==> src/rtl/ppm_decoder.sv <==
// PPM receive decoder: hunts for SOF, slices 1-of-4 PPM symbols and rebuilds frame bytes.
// Optional PPM_DEC_SYNC_EN adds a 2-flop input synchronizer ahead of edge detection.
module ppm_decoder #(
    parameter int unsigned SLOT_CLKS = 4,
    parameter int unsigned MAX_BYTES = 15
) (
    input  logic       clk,
    input  logic       rst_n,
    input  logic       Din,
    output logic [7:0] data_out,
    output logic       data_valid,
    output logic [3:0] frame_len,
    output logic       frame_done,
    output logic       frame_err
);

    localparam int unsigned CNT_W  = (SLOT_CLKS > 2) ? $clog2(SLOT_CLKS) : 1;
    localparam int unsigned BCNT_W = $clog2(MAX_BYTES + 1);

    localparam logic [CNT_W-1:0]  CNT_HALF  = CNT_W'(SLOT_CLKS / 2);
    localparam logic [CNT_W-1:0]  CNT_LAST  = CNT_W'(SLOT_CLKS - 1);
    localparam logic [BCNT_W-1:0] BYTES_MAX = BCNT_W'(MAX_BYTES);

    // Window patterns, bit i = level sampled in slot i
    localparam logic [3:0] PAT_SOF = 4'b1100;
    localparam logic [3:0] PAT_EOF = 4'b0011;

    typedef enum logic [1:0] {
        HUNT,
        SOF_CHK,
        DATA
    } state_e;

    logic din_s;

`ifdef PPM_DEC_SYNC_EN
    logic [1:0] sync_q;

    always_ff @(posedge clk) begin
        if (!rst_n) begin
            sync_q <= 2'b11;
        end else begin
            sync_q <= {sync_q[0], Din};
        end
    end

    assign din_s = sync_q[1];
`else
    assign din_s = Din;
`endif

    state_e            state_q, state_d;
    logic [CNT_W-1:0]  cnt_q, cnt_d;
    logic [1:0]        slot_q, slot_d;
    logic [2:0]        win_q, win_d;
    logic [5:0]        sh_q, sh_d;
    logic [1:0]        sym_q, sym_d;
    logic [BCNT_W-1:0] bytes_q, bytes_d;
    logic              prev_q, prev_d;
    logic [7:0]        data_out_q, data_out_d;
    logic              data_valid_q, data_valid_d;
    logic [3:0]        frame_len_q, frame_len_d;
    logic              frame_done_q, frame_done_d;
    logic              frame_err_q, frame_err_d;

    logic [3:0] pat_c;
    logic       sample_c;
    logic       decide_c;
    logic       sym_ok_c;
    logic [1:0] sym_k_c;

    // Current window: slots 0..2 from history, slot 3 straight from the line
    assign pat_c    = {din_s, win_q};
    assign sample_c = (cnt_q == CNT_HALF);
    assign decide_c = sample_c && (slot_q == 2'd3);

    always_comb begin
        sym_ok_c = 1'b1;
        sym_k_c  = 2'd0;
        case (pat_c)
            4'b1110: sym_k_c = 2'd0;
            4'b1101: sym_k_c = 2'd1;
            4'b1011: sym_k_c = 2'd2;
            4'b0111: sym_k_c = 2'd3;
            default: sym_ok_c = 1'b0;
        endcase
    end

    always_comb begin
        state_d      = state_q;
        cnt_d        = cnt_q;
        slot_d       = slot_q;
        win_d        = win_q;
        sh_d         = sh_q;
        sym_d        = sym_q;
        bytes_d      = bytes_q;
        prev_d       = din_s;
        data_out_d   = data_out_q;
        data_valid_d = 1'b0;
        frame_len_d  = frame_len_q;
        frame_done_d = 1'b0;
        frame_err_d  = 1'b0;

        // Slot timing free-runs once locked; no resync inside a frame
        if (state_q != HUNT) begin
            if (cnt_q == CNT_LAST) begin
                cnt_d  = '0;
                slot_d = slot_q + 2'd1;
            end else begin
                cnt_d = cnt_q + CNT_W'(1);
            end
            if (sample_c) begin
                case (slot_q)
                    2'd0:    win_d[0] = din_s;
                    2'd1:    win_d[1] = din_s;
                    2'd2:    win_d[2] = din_s;
                    default: ;
                endcase
            end
        end

        case (state_q)
            HUNT: begin
                if (prev_q && !din_s) begin
                    state_d = SOF_CHK;
                    cnt_d   = CNT_W'(1);
                    slot_d  = 2'd0;
                end
            end
            SOF_CHK: begin
                if (decide_c) begin
                    if (pat_c == PAT_SOF) begin
                        state_d = DATA;
                        bytes_d = '0;
                        sym_d   = 2'd0;
                    end else begin
                        state_d = HUNT;
                        prev_d  = 1'b0;
                    end
                end
            end
            DATA: begin
                if (decide_c) begin
                    if (sym_ok_c) begin
                        if (bytes_q == BYTES_MAX) begin
                            frame_err_d = 1'b1;
                            state_d     = HUNT;
                            prev_d      = 1'b0;
                        end else begin
                            sh_d = {sh_q[3:0], sym_k_c};
                            if (sym_q == 2'd3) begin
                                data_out_d   = {sh_q, sym_k_c};
                                data_valid_d = 1'b1;
                                bytes_d      = bytes_q + BCNT_W'(1);
                                sym_d        = 2'd0;
                            end else begin
                                sym_d = sym_q + 2'd1;
                            end
                        end
                    end else if (pat_c == PAT_EOF && sym_q == 2'd0) begin
                        frame_len_d  = 4'(bytes_q);
                        frame_done_d = 1'b1;
                        state_d      = HUNT;
                        prev_d       = 1'b0;
                    end else begin
                        frame_err_d = 1'b1;
                        state_d     = HUNT;
                        prev_d      = 1'b0;
                    end
                end
            end
            default: begin
                state_d = HUNT;
            end
        endcase
    end

    always_ff @(posedge clk) begin
        if (!rst_n) begin
            state_q      <= HUNT;
            cnt_q        <= '0;
            slot_q       <= 2'd0;
            win_q        <= '0;
            sh_q         <= '0;
            sym_q        <= 2'd0;
            bytes_q      <= '0;
            prev_q       <= 1'b1;
            data_out_q   <= 8'd0;
            data_valid_q <= 1'b0;
            frame_len_q  <= 4'd0;
            frame_done_q <= 1'b0;
            frame_err_q  <= 1'b0;
        end else begin
            state_q      <= state_d;
            cnt_q        <= cnt_d;
            slot_q       <= slot_d;
            win_q        <= win_d;
            sh_q         <= sh_d;
            sym_q        <= sym_d;
            bytes_q      <= bytes_d;
            prev_q       <= prev_d;
            data_out_q   <= data_out_d;
            data_valid_q <= data_valid_d;
            frame_len_q  <= frame_len_d;
            frame_done_q <= frame_done_d;
            frame_err_q  <= frame_err_d;
        end
    end

    assign data_out   = data_out_q;
    assign data_valid = data_valid_q;
    assign frame_len  = frame_len_q;
    assign frame_done = frame_done_q;
    assign frame_err  = frame_err_q;

endmodule
==> config.mk <==
export PLATFORM = sky130hd
export DESIGN_NAME = ppm_decoder
export DESIGN_NICKNAME = d
export VERILOG_FILES = /design/src/rtl/ppm_decoder.sv
export SDC_FILE = /design/constraint.sdc
export NUM_CORES = 1
export LEC_CHECK = 0
export CAP_MARGIN = 20
export CORE_UTILIZATION = 30
export CTS_CLUSTER_SIZE = 8
export DETAILED_ROUTE_END_ITERATION = 12
export DONT_BUFFER_PORTS = 1
export PLACE_DENSITY = 0.54
export SYNTH_ARGS = -nofsm -noshare
export SYNTH_HDL_FRONTEND = slang
export SYNTH_SLANG_ARGS = --single-unit
==> constraint.sdc <==
create_clock -name clk -period 3.55 [get_ports clk]
set_input_delay 0.71 -clock clk [delete_from_list [all_inputs] [get_ports clk]]
set_output_delay 0.71 -clock clk [all_outputs]
set_load 0.03 [all_outputs]
==> results.toml, run 1 <==
[sta]
skew_ns = 0.01316
tightest_slew_ns = 0.5392
finalSetupTns_ns = 0
maxSlewHeadroom_pct = 64.05
period_minus_slack_ns = 2.017
hold_violations = 0
finalSetupViolations = 0
finalMaxSlewViolations = 0
rsz0062_at_grt = "false"
fmax_mhz = 495.8
period_share_pct = 56.82

[die]
die_area_sq_mm = 0.006670
ioPinCount = 18
fp.dieH_um = 81.67
num_rows = 28
initial_core_util_pct = 31.60
die_x_um = 81.67
core_sq_mm = 0.006026

[place]
hpwl_mm = 2.345
port_buffers = 0
gp_congestion = 0.6904
place_inst = 274

[yosys]
synth.yosys.seq_area_share_pct = 38.90
postSynth.asyncResetShare_pct = 0
synth_edf_count = 0
synth.avg_cell_area_sq_um = 9.068
synthFlopType = "dfxtp_1"
ys_warn_count = 0
syn_inst = 210
synth_seq_cells = 37
synthesis.area_sq_mm = 0.001904
synth.net_count = 225
ys_types = 41

[routing]
drc = 0
num_vias = 1412
detail_route.vias_per_cell = 5.007
drtAntennaViolNets = 0
routedWlPerCell_um = 12.64
drt_wl_total_mm = 3.565
dr.pass1.iters = 4
drt_iter0_markers = 53

[cells_and_area]
nets = 221
antenna_cells = 0
area_growth_pct = 8.541
final_common_cell = "dfxtp_1"
final_cells = 282
drive_above_1_share_pct = 6.280
final_cell_mix = "dfxtp_1, nand2_1, mux2i_1"

[cts]
post-cts-setup-buffers = 0
cts_resized = 0
cts_buffer_depth = 2
clk_pin_slew_ns = 0.08
cts_tree = "done"
clk_latency_ns = 0.30
cts-buffers-inserted = 5
cts.htree.levels = 2
root_buffer = "clkbuf_8"
cts.sinks = 37
cts_hold_buf = 0

[status]
status = "finished, final reports clean"

[pwr]
ir_drop_v = 0.0001598
powerDensity_mw_per_mm2 = 438.2
p_leak_uw = 0.0007251

[setup_path]
required_ns = 3.73
r2r_setup_slack_ns = 1.53
path_max_fanout = 15
crit_arrival_ns = 2.20
start_kind = "flop"
critPathKind = "flop to flop"
end_kind = "flop"

[hold_path]
hp-class = "flop to flop"

[job]
drv_cap = 0

[global_routing]
antenna_found_initial = 0
grt_usage_pct = 11.97
grt_pass1_vias = 1315
grt_start_max_net_pins = 55
overflow = 0
grt_first_pass_wirelength_mm = 6.044
-- synthesized netlist by cell type (3+ instances only) --
cell type,number,share of area [%]
mux2i_1,21,11
nor2_1,7,1.4
o211ai_1,3,1.2
and2_1,3,0.99
ha_1,12,7.9
nand4_1,7,2.3
a21oi_1,6,1.6
nor2b_1,9,3.0
a21boi_0,3,1.2
clkbuf_1,8,1.6
o2111ai_1,4,1.8
o221ai_1,4,1.8
nand2_1,36,7.1
dfxtp_1,37,39
xnor2_1,3,1.4
inv_1,7,1.4
nand3_1,9,2.4
-- final timing paths --
| kind | from | end | depth (start not counted) |
|---|---|---|---|
| setup / recovery | state_q[0] | sh_q[3] | 5 |
| hold / removal | sh_q[5] | sh_q[5] | 2 |
| setup reg to reg | state_q[0] | sh_q[3] | 5 |
| hold reg to reg | sh_q[5] | sh_q[5] | 2 |
-- area by class of cell --
class	instances	area, sq um
Sequential cell	37	740.7
Multi-Input combinational cell	154	1079
Tap cell	75	93.84
Clock inverter	2	37.54
Inverter	7	26.28
Timing Repair Buffer	1	7.507
Fill cell	630	3959
Clock buffer	6	82.58
-- state kept, by name, indices dropped and copies added, names as in the netlist --
register,cells
frame_err,1
sh_q,6
frame_len,4
frame_done,1
win_q,3
sym_q,2
prev_q,1
data_out,8
slot_q,2
bytes_q,4
state_q,2
data_valid,1
cnt_q,2
-- layer usage --
layer | part of all wire [%] | vias to the layer above | wire, um | global-route usage, %
li1 | - | 725 | - | -
met1 | 49 | 664 | 1740 | 14.99
met2 | 46 | 16 | 1657 | 18.83
met3 | 3.0 | 7 | 107 | 4.000
met4 | 1.7 | 0 | 60 | 4.737
met5 | 0 | - | 0 | 0
-- through the flow --
stage               utilization (%)  hold WS, ns  cell area [sq um]  setup slack [ns]  total power (uW)
floorplan                         -       0.4459               1904             1.722             520.8
global placement              32.31       0.4626               1947             1.590             528.1
detailed placement            32.31       0.4643               1947             1.548             528.0
CTS                           34.30       0.4743               2067             1.535             916.4
global route                  34.30       0.5109               2067             1.307             947.5
finish                        34.30       0.4751               2067             1.533             905.8
-- cell families after synthesis --
| group | Yosys count | synth area share [%] |
|---|---|---|
| flops | 37 | 38.90 |
| mux | 21 | 11.04 |
| fa+ha+maj | 12 | 7.884 |
| xor+xnor | 4 | 1.840 |
| simple gates | 89 | 24.77 |
| compound gates | 28 | 11.10 |
| buf+inv | 19 | 4.468 |
-- critical path: stages (launching register included) --
cell     delay [ns]
dfxtp_1        0.33
inv_1          0.08
ha_1           0.44
nand3_1        0.29
or3_1          0.60
mux2i_1        0.17
-- where the power goes --
part	internal [uW]	switching [uW]	leakage (uW)	total, uW
logic	37.9	45.9	0.000369	83.7
clock network	229	158	0.0000574	387
registers	427	8.36	0.000299	435
(Power assumes the default switching activity.)
==> run 2: changes to the inputs <==
- PLACE_DENSITY: 0.54 -> 0.55
- clock period: 3.55 -> 1.8 ns (I/O delays scaled with it)
==> run 2 against run 1 <==
  * Maximum frequency up 22%
  * Critical path type unchanged
  * Utilization up 1.7 points
  * Critical path depth unchanged
  * Sequential power grew 97%
  * Via count grew 2.2%
  * Cell count grew 3.5%
  * Non-clock buffer count increased by 10
  * Clock skew decreased by 0.0062 ns
  * Die area unchanged
  * Combinational power up 97%
==> results.toml, run 2 (synthesis gave the netlist of run 1 again) <==
[die]
initial_core_util_pct = 31.60
die_area_sq_mm = 0.006670
die_x_um = 81.67
num_rows = 28
core_sq_mm = 0.006026
fp.dieH_um = 81.67
ioPinCount = 18

[sta]
hold_violations = 0
skew_ns = 0.006938
finalSetupTns_ns = 0
hold_ws_ns = 0.1595
fin_ws_ns = 0.1506
period_share_pct = 91.63
maxSlewHeadroom_pct = 75.03
finalMaxSlewViolations = 0
fmax_mhz = 606.3
rsz0062_at_grt = "false"
finalSetupViolations = 0
period_minus_slack_ns = 1.649
tightest_slew_ns = 0.3745

[setup_path]
r2r-start = "slot_q[0]"
max_stage_delay_ns = 0.42
slowest_stage = "dfxtp_1"
path_max_fanout = 12
path_cells = "ha_1 -> and4_1 -> a21o_1 -> nand4_1 -> o221ai_1"
required_ns = 2.02
r2r-end = "bytes_q[1]"
path_buf_inv = 0
r2r_setup_slack_ns = 0.15
worstRegToRegCells = 5
critPathKind = "flop to flop"
crit_arrival_ns = 1.87
start_kind = "flop"
end_kind = "flop"
cpLargestDelayFamily = "compound AO/OA/AOI/OAI gates"

[place]
gp_congestion = 0.7263
pre_cts_slack_ns = 0.07780
port_buffers = 0
hpwl_mm = 2.599

[cells_and_area]
final_common_cell = "dfxtp_1"
final_cell_mix = "dfxtp_1, nand2_1, mux2i_1"
fillers = 611
area_growth_pct = 13.93
nets = 231
utilization_pct = 36.00
antenna_cells = 0
drive_above_1_share_pct = 11.52
largest_reg_flops = 8

[cts]
cts_buffer_depth = 2
cts_hold_buf = 0
cts.sinks = 37
clk_latency_ns = 0.30
root_buffer = "clkbuf_8"
cts_tree = "done"
clk_pin_slew_ns = 0.08
cts.htree.levels = 2
cts-buffers-inserted = 5

[routing]
drt_wl_total_mm = 3.829
drc = 0
routedWlPerCell_um = 13.11
drt_iter0_markers = 93
detail_route.vias_per_cell = 4.942
num_vias = 1443
dr.pass1.iters = 4
drtAntennaViolNets = 0

[hold_path]
hold-path-cell-count = 1
hp-start = "rst_n"
min_to = "prev_q"
hp-class = "input pin to flop"

[job]
drv_cap = 0

[pwr]
switchingPower_uw = 447.1
seqPwrFrac_pct = 44.7
p_leak_uw = 0.0007900
clockPowerShare_pct = 46.7
p_int_uw = 1474
ir_drop_v = 0.0005374
switching_share_pct = 23.27
powerDensity_mw_per_mm2 = 885.4
pwr-share-comb_pct = 8.6

[global_routing]
grt_pass1_vias = 1380
antenna_found_initial = 0
grt_usage_pct = 12.58
overflow = 0
grt_start_max_net_pins = 55
grt_first_pass_wirelength_mm = 6.341

[status]
status = "finished, final reports clean"
run 2: cell count changes in the layout (fill, tap and decap cells not counted):
cell / previous run / this run
nand3_2: 0 / 1
or3_4: 0 / 1
clkbuf_8: 6 / 5
bufinv_16: 1 / 2
clkinvlp_4: 1 / 0
or3_1: 1 / 0
inv_6: 0 / 1
buf_4: 1 / 11
nand3_1: 9 / 8
run 2: power by group through the flow:
stage | combinational (uW) | sequential [uW] | clock, uW
after floorplan | 154 | 874 | 0
after global placement | 165 | 875 | 0
after detailed placement | 166 | 878 | 0
after CTS | 166 | 859 | 921
after global routing | 188 | 864 | 943
final | 165 | 858 | 897
run 2: worst max path at each step:
stage,from,end,slack [ns],cells after the start
after global placement,slot_q[0],sh_q[5],0.13,4
after floorplan,win_q[2],sh_q[0],0.24,6
after global routing,slot_q[0],sym_q[1],0.03,5
after CTS,slot_q[0],sh_q[2],0.06,4
after detailed placement,slot_q[0],sh_q[4],0.08,4
final,slot_q[0],bytes_q[1],0.15,5
run 2: final cells by class:
type                       count  area, sq um  share of cell area (%)
clock buffer                   5        68.82                   3.172
sequential                    37        740.7                   34.14
multi-input combinational    154         1089                   50.17
clock inverter                 3        68.82                   3.172
tap                           75        93.84                   4.325
timing repair buffer          11        82.58                   3.806
inverter                       7        26.28                   1.211
run 2: layer usage:
layer	up-vias	routed length [um]	track usage [%]
met5	-	0	0
met4	0	64	5.789
met3	7	104	3.000
met2	16	1690	18.75
met1	672	1970	16.99
li1	748	-	-
run 2: stage by stage:
stage,std cells,area [sq um],power (uW)
4_1_cts,292,2160,1945
6_report,292,2170,1921
3_3_place_gp,284,2022,1040
5_1_grt,292,2170,1996
2_1_floorplan,210,1904,1027
3_5_place_dp,284,2022,1043
run 2: what timing repair did:
| action | 4_1_cts | 5_1_grt |
|---|---|---|
| endpoints found under the setup margin | 0 | 6 |
| gates resized for setup | 0 | 2 |
| setup buffers | 0 | 0 |
==> run 3: changes to the inputs <==
- CORE_MARGIN: default -> 2
==> run 3 against run 2 <==
  * Cell count increased by 0.68%
  * Clock power fell by 19%
  * Utilization shrank 1.4 points
  * Flip-flop and latch count did not move
  * Clock skew fell by 0.0022 ns
  * Critical path type unchanged
  * Critical endpoint is now sh_q[4]
==> results.toml, run 3 (synthesis gave the netlist of run 1 again) <==
[status]
status = "finished, final reports clean"

[global_routing]
grt_usage_pct = 10.91
grt_first_pass_wirelength_mm = 6.210
grt_start_max_net_pins = 55
overflow = 0
grt_pass1_vias = 1338
antenna_found_initial = 0

[pwr]
total_power_uw = 1756
clockPowerShare_pct = 41.4
switching_share_pct = 24.15
p_int_uw = 1332
switchingPower_uw = 424.2
p_leak_uw = 0.0007699
pwr-share-comb_pct = 9.7
ir_drop_v = 0.0006121
seqPwrFrac_pct = 48.8
powerDensity_mw_per_mm2 = 813.3

[setup_path]
start_kind = "flop"
worstRegToRegCells = 4
r2r_setup_slack_ns = 0.14
r2r-start = "win_q[2]"
max_stage_delay_ns = 0.51
crit_arrival_ns = 1.84
r2r-end = "sh_q[4]"
slowest_stage = "or3_1"
required_ns = 1.97
critPathKind = "flop to flop"
end_kind = "flop"
path_max_fanout = 8
path_cells = "xnor2_1 -> o22a_4 -> or3_1 -> mux2i_1"

[cells_and_area]
final_common_cell = "nand2_1"
largest_reg_flops = 8
final_cell_mix = "nand2_1, dfxtp_1, mux2i_1"
nets = 231
drive_above_1_share_pct = 13.36
antenna_cells = 0
final_cells = 294
area_growth_pct = 13.40

[routing]
drt_wl_total_mm = 3.638
drt_iter0_markers = 32
num_vias = 1445
detail_route.vias_per_cell = 4.915
dr.pass1.iters = 4
drc = 0
drtAntennaViolNets = 0
routedWlPerCell_um = 12.37

[sta]
period_minus_slack_ns = 1.663
finalSetupViolations = 0
finalSetupTns_ns = 0
period_share_pct = 92.41
finalMaxSlewViolations = 0
maxSlewHeadroom_pct = 75.89
hold_violations = 0
skew_ns = 0.004767
rsz0062_at_grt = "false"
tightest_slew_ns = 0.3610
fmax_mhz = 601.2

[die]
initial_core_util_pct = 30.51
core_sq_mm = 0.006241
num_rows = 29
ioPinCount = 18
die_area_sq_mm = 0.007001
fp.dieH_um = 83.67
die_x_um = 83.67

[cts]
cts-buffers-inserted = 5
clk_latency_ns = 0.29
cts.htree.levels = 2
cts_tree = "done"
cts_hold_buf = 0
cts.sinks = 37
clk_pin_slew_ns = 0.08
root_buffer = "clkbuf_8"
cts_buffer_depth = 2

[hold_path]
hp-class = "input pin to flop"
min_to = "frame_done"
hold-path-cell-count = 1
hp-start = "rst_n"

[place]
gp_congestion = 0.8018
port_buffers = 0
place_inst = 286
hpwl_mm = 2.507

[job]
drv_cap = 0
run 3: timing repair:
item	4_1_cts	5_1_grt
endpoints found under the setup margin	0	11
endpoints found under the hold margin	0	0
resized for setup	0	7
setup buffers	0	0
run 3: area by class of cell:
class	count	area, sq um
fillers	651	4081
multi-input cells	154	1092
flip-flops and latches	37	743.2
well taps	77	96.34
repair buffers	11	86.33
clock buffers	5	68.82
clock inverters	3	46.29
inverters	7	26.28
run 3: metrics by stage:
stage	worst slack (ns)	cell area (sq um)	util (%)	hold slack [ns]
2_1_floorplan	0.2426	1904	-	0.4459
3_3_place_gp	0.1629	2024	32.44	0.4668
3_5_place_dp	0.1320	2024	32.44	0.4761
4_1_cts	0.1088	2140	34.28	0.1787
5_1_grt	0.03501	2160	34.60	0.1789
6_report	0.1366	2160	34.60	0.1858
run 3: how the worst max path moves through the flow:
stage	start	to	slack [ns]
global placement	win_q[2]	data_out[2]	0.16
floorplan	win_q[2]	sh_q[0]	0.24
finish	win_q[2]	sh_q[4]	0.14
detailed placement	win_q[2]	data_out[4]	0.13
global route	cnt_q[0]	frame_len[3]	0.04
CTS	win_q[2]	data_out[4]	0.11
run 3: layer usage:
metal / vias up / GRT usage [%] / wire length (um)
met2: 27 / 16.65 / 1596
met4: 0 / 4.399 / 61
met1: 662 / 14.26 / 1815
li1: 749 / - / -
met3: 7 / 3.462 / 164
met5: - / 0 / 0
run 3: critical path: cells and delay by family, from the launching register on:
| family | cells | cell delay (ns) |
|---|---|---|
| multiplexers | 1 | 0.17 |
| flip-flops | 1 | 0.43 |
| AND/OR/NAND/NOR | 1 | 0.51 |
| AO/OA/AOI/OAI | 1 | 0.28 |
| XOR/XNOR | 1 | 0.15 |
run 3: power by group through the flow:
stage	clock, uW	combinational, uW	sequential, uW
after CTS	757	172	857
after global placement	0	166	876
after floorplan	0	154	874
final	728	171	858
after global routing	782	200	862
after detailed placement	0	170	877
